File: config.mk
export PLATFORM = sky130hd
export DESIGN_NAME = loadable_down_counter
export DESIGN_NICKNAME = d
export VERILOG_FILES = /design/src/rtl/loadable_down_counter.sv
export SDC_FILE = /design/constraint.sdc
export NUM_CORES = 1
export LEC_CHECK = 0
export ABC_AREA = 1
export ABC_CLOCK_PERIOD_IN_PS = 2400
export BUFFER_PORTS_ARGS = -buffer_cell sky130_fd_sc_hd__buf_2
export CAP_MARGIN = 20
export CORE_AREA = 2 2 39 41
export CTS_BUF_LIST = sky130_fd_sc_hd__clkbuf_4 sky130_fd_sc_hd__clkbuf_8
export CTS_CLUSTER_SIZE = 25
export DETAILED_ROUTE_END_ITERATION = 8
export DIE_AREA = 0 0 41 43
export GPL_TIMING_DRIVEN = 0
export HOLD_SLACK_MARGIN = 0.08
export PLACE_DENSITY_LB_ADDON = 0.2
export SLEW_MARGIN = 30
export SYNTH_ARGS = -nofsm -noshare
export SYNTH_HDL_FRONTEND = slang
export SYNTH_SLANG_ARGS = --single-unit
File: constraint.sdc
create_clock -name clk -period 2.4 [get_ports clk]
set_clock_uncertainty 0.15 [all_clocks]
set_input_delay 0.24 -clock clk [delete_from_list [all_inputs] [get_ports clk]]
set_output_delay 0.24 -clock clk [all_outputs]
set_load 0.03 [all_outputs]
File: src/rtl/loadable_down_counter.sv
// Loadable down-counter / timer with terminal-count pulse and busy/done status.
// Load a start value, count down one step per enabled cycle, and report zero.
// Optional feature macro: DOWN_CTR_AUTORELOAD_EN
//   undefined -> one-shot: reaching zero parks the counter in DONE
//   defined   -> periodic: reload from the value captured at the last load
module loadable_down_counter #(
  parameter int WIDTH = 3
) (
  input  logic             clk,
  input  logic             rst,
  input  logic             clr,
  input  logic             load,
  input  logic [WIDTH-1:0] load_val,
  input  logic             en,
  output logic [WIDTH-1:0] q,
  output logic             busy,
  output logic             done,
  output logic             tc
);

  typedef enum logic [1:0] {
    IDLE = 2'd0,
    RUN  = 2'd1,
    DONE = 2'd2
  } state_t;

  localparam logic [WIDTH-1:0] ONE = WIDTH'(1);

  state_t           state, state_next;
  logic [WIDTH-1:0] q_next;
  logic             tc_next;

`ifdef DOWN_CTR_AUTORELOAD_EN
  logic [WIDTH-1:0] rl, rl_next;
`endif

  // State, count and terminal-count registers; reset aborts any count in flight.
  always_ff @(posedge clk or posedge rst) begin
    // NOTE: sequential state uses non-blocking assignments so every register
    // samples the pre-edge values of the others.
    if (rst) begin
      state <= IDLE;
      q     <= '0;
      tc    <= 1'b0;
    end else begin
      state <= state_next;
      q     <= q_next;
      tc    <= tc_next;
    end
  end

`ifdef DOWN_CTR_AUTORELOAD_EN
  // Reload value captured on every load; cleared with the counter.
  always_ff @(posedge clk or posedge rst) begin
    if (rst) rl <= '0;
    else     rl <= rl_next;
  end
`endif

  // Next-state logic, priority clr > load > en.
  always_comb begin
    // NOTE: every signal gets a default first so no path can infer a latch;
    // the tc default of 0 is what makes it a single-cycle pulse.
    state_next = state;
    q_next     = q;
    tc_next    = 1'b0;
`ifdef DOWN_CTR_AUTORELOAD_EN
    rl_next    = rl;
`endif

    if (clr) begin
      state_next = IDLE;
      q_next     = '0;
`ifdef DOWN_CTR_AUTORELOAD_EN
      rl_next    = '0;
`endif
    end else if (load) begin
`ifdef DOWN_CTR_AUTORELOAD_EN
      rl_next = load_val;
`endif
      if (load_val != '0) begin
        state_next = RUN;
        q_next     = load_val;
      end else begin
        // Loading zero finishes immediately without a terminal-count pulse.
        state_next = DONE;
        q_next     = '0;
      end
    end else if (state == RUN && en) begin
      if (q > ONE) begin
        q_next = q - ONE;
      end else if (q == ONE) begin
        q_next  = '0;
        tc_next = 1'b1;
`ifndef DOWN_CTR_AUTORELOAD_EN
        state_next = DONE;
`endif
      end else begin
        // q == 0 while running: periodic mode starts the next period; in
        // one-shot mode this is unreachable and simply settles in DONE.
`ifdef DOWN_CTR_AUTORELOAD_EN
        q_next = rl;
`else
        state_next = DONE;
`endif
      end
    end
  end

  // Status decodes straight from the state register.
  always_comb begin
    busy = (state == RUN);
    done = (state == DONE);
  end

endmodule

==> out/metrics.csv <==
metric,value,unit
setup.worst_path.start_class,flip-flop,
cts.sinks,6,
ctsResizeCount,0,
htreeDepth,1,
yosys.area.top_type,dfrtp_1,
drive_above_1_share,0.2875,
worstPathArrival,1.41,ns
place_congestion,0.7324,
num_vias,427,
synth_seq_area_share,0.3550,
hold_class,input port to flip-flop,
hold_viol,0,
nFillCells,145,
cp-end-kind,flip-flop,
synth_cells,63,
ir_worst_vdd,0.0001445,V
worstSkewPairLatency,0.25,ns
fp.coreArea,0.001384,mm2
drt-total-wl,874,um
grt_max_degree,8,
setup_viol,0,
slowest_delay,0.36,ns
synth_cell_type_count,13,
viasPerCell,4.448,
regArea,150.1,um2
leakagePower,0.3266,nW
maxSlewHeadroom,0.7882,
first_iter_violations,4,
fp.dieArea,0.001763,mm2
critPathSlowestCell,dfrtp_1,
grt_overflow,0,
final_net_count,92,
yosysWarnings,0,
firstDrtPassIters,4,
critPathMaxFanout,6,
area_growth,27.81,%
wl_per_cell,9.104,um
pre_cts_slack,0.9728,ns
final.min_clock_period,1.420,ns
cts_setup_buffers,0,
cp_cell_sequence,inv_1 > ha_1 > nand2_2 > nand2_1 > nor2_2 > nor2_2 > nand3_1 > nand2_1,
postRouteAntennaNets,0,
cap_violations,0,
dp_hpwl,702.4,um
setup_slack,0.9795,ns
mostFrequentLayoutCells,"nand2_1, inv_1, buf_2, nand3_1, dfrtp_1",
power_density,679.1,mW/mm2
io_buffers,13,
cts_buffers,3,
ioPinCount,14,
ys_top_cells_by_area,"dfrtp_1, nand2_1, inv_1",
clk_path_buf_depth,2,
clk_pin_slew,0.05,ns
rsz0062_at_grt,no,
start_util,0.3056,
power,0.0003671,W
syn_nets,73,
final_common_cell,nand2_1,
path_delay_family,simple AND/OR/NAND/NOR gates,
setup_tns,0,ns
report.final.slew_viol_count,0,
track_usage,0.1307,
crit_type,flip-flop to flip-flop,
multiInputGateArea,220.2,um2
syn_area,422.9,um2
status,finished clean,
synth.top_cell.area_share,0.3550,
grt_pass1_vias,376,
crit_buf_inv,1,
antenna_found_initial,0,
rows,14,
ys_seq_elements,6,
drc,0,
required,2.39,ns
fmax,0.7040,GHz
antenna_cells,0,
die_y,43,um
cts_tree,built,
cts-root-buf,clkbuf_4,
worstMarginPinSlew,0.3148,ns
finalCritPeriodShare,0.5919,
avgSynthCellArea,6.713,um2
grt_pass1_wl,1476,um
die_w,41,um
[cells by family after synthesis]
logic type	Yosys count	share of synthesized area
compound gates	7	0.08283
fa+ha+maj	2	0.05916
buf+inv	14	0.1243
flops	6	0.3550
simple gates	34	0.3787
[synthesized netlist by cell type]
cell type / number
a21oi_1: 3
dfrtp_1: 6
ha_1: 2
inv_1: 13
inv_2: 1
nand2_1: 16
nand2_2: 2
nand3_1: 9
nand3_2: 1
nor2_1: 2
nor2_2: 3
nor4_1: 1
o21ai_0: 4
[registers in the layout (all words and copies together) (netlist names)]
register and cells:
state 2, q 3, tc 1
[metal layers]
metal,track usage,part of all wire,wire (um),vias to the layer above
met3,0.01571,0.047,41,4
li1,-,-,-,230
met4,0.1400,0.040,35,0
met1,0.1645,0.48,420,181
met2,0.1719,0.43,376,12
met5,0,0,0,-
[through the flow]
step                hold WS (ns)  cells  utilization  instance area [um2]
floorplan                -0.1190     63            -                422.9
global placement        0.004263     92       0.3671                508.0
detailed placement       0.01085     92       0.3671                508.0
CTS                      0.09790     96       0.3906                540.5
global route              0.1379     96       0.3906                540.5
finish                    0.1156     96       0.3906                540.5
[final timing paths]
path	startpoint	end	slack [ns]	cells past startpoint
max in group asynchronous	rst	state[1]	1.63	3
setup / recovery	q[1]	q[2]	0.98	8
hold reg to reg	state[1]	state[1]	0.38	2
setup reg to reg	q[1]	q[2]	0.98	8
min in group asynchronous	rst	q[2]	0.29	3
hold / removal	clr	tc	0.12	2
[power by group]
group | switching [W] | internal (W)
Combinational | 0.0000975 | 0.0000492
Sequential | 0.0000131 | 0.000115
Clock | 0.0000362 | 0.0000565
Total | 0.000147 | 0.000220
[cell type report]
| cell class | instances | share of cell area |
|---|---|---|
| inverters | 14 | 0.09722 |
| clock buffers | 3 | 0.04167 |
| flip-flops and latches | 6 | 0.2778 |
| well taps | 16 | 0.03704 |
| multi-input cells | 43 | 0.4074 |
| repair buffers | 14 | 0.1389 |
[timing repair]
action	in CTS	in global routing
hold endpoints to repair	6	0
hold buffers	1	0
endpoints found under the setup margin	0	0
Note: power is estimated with default switching activity, not from simulation.
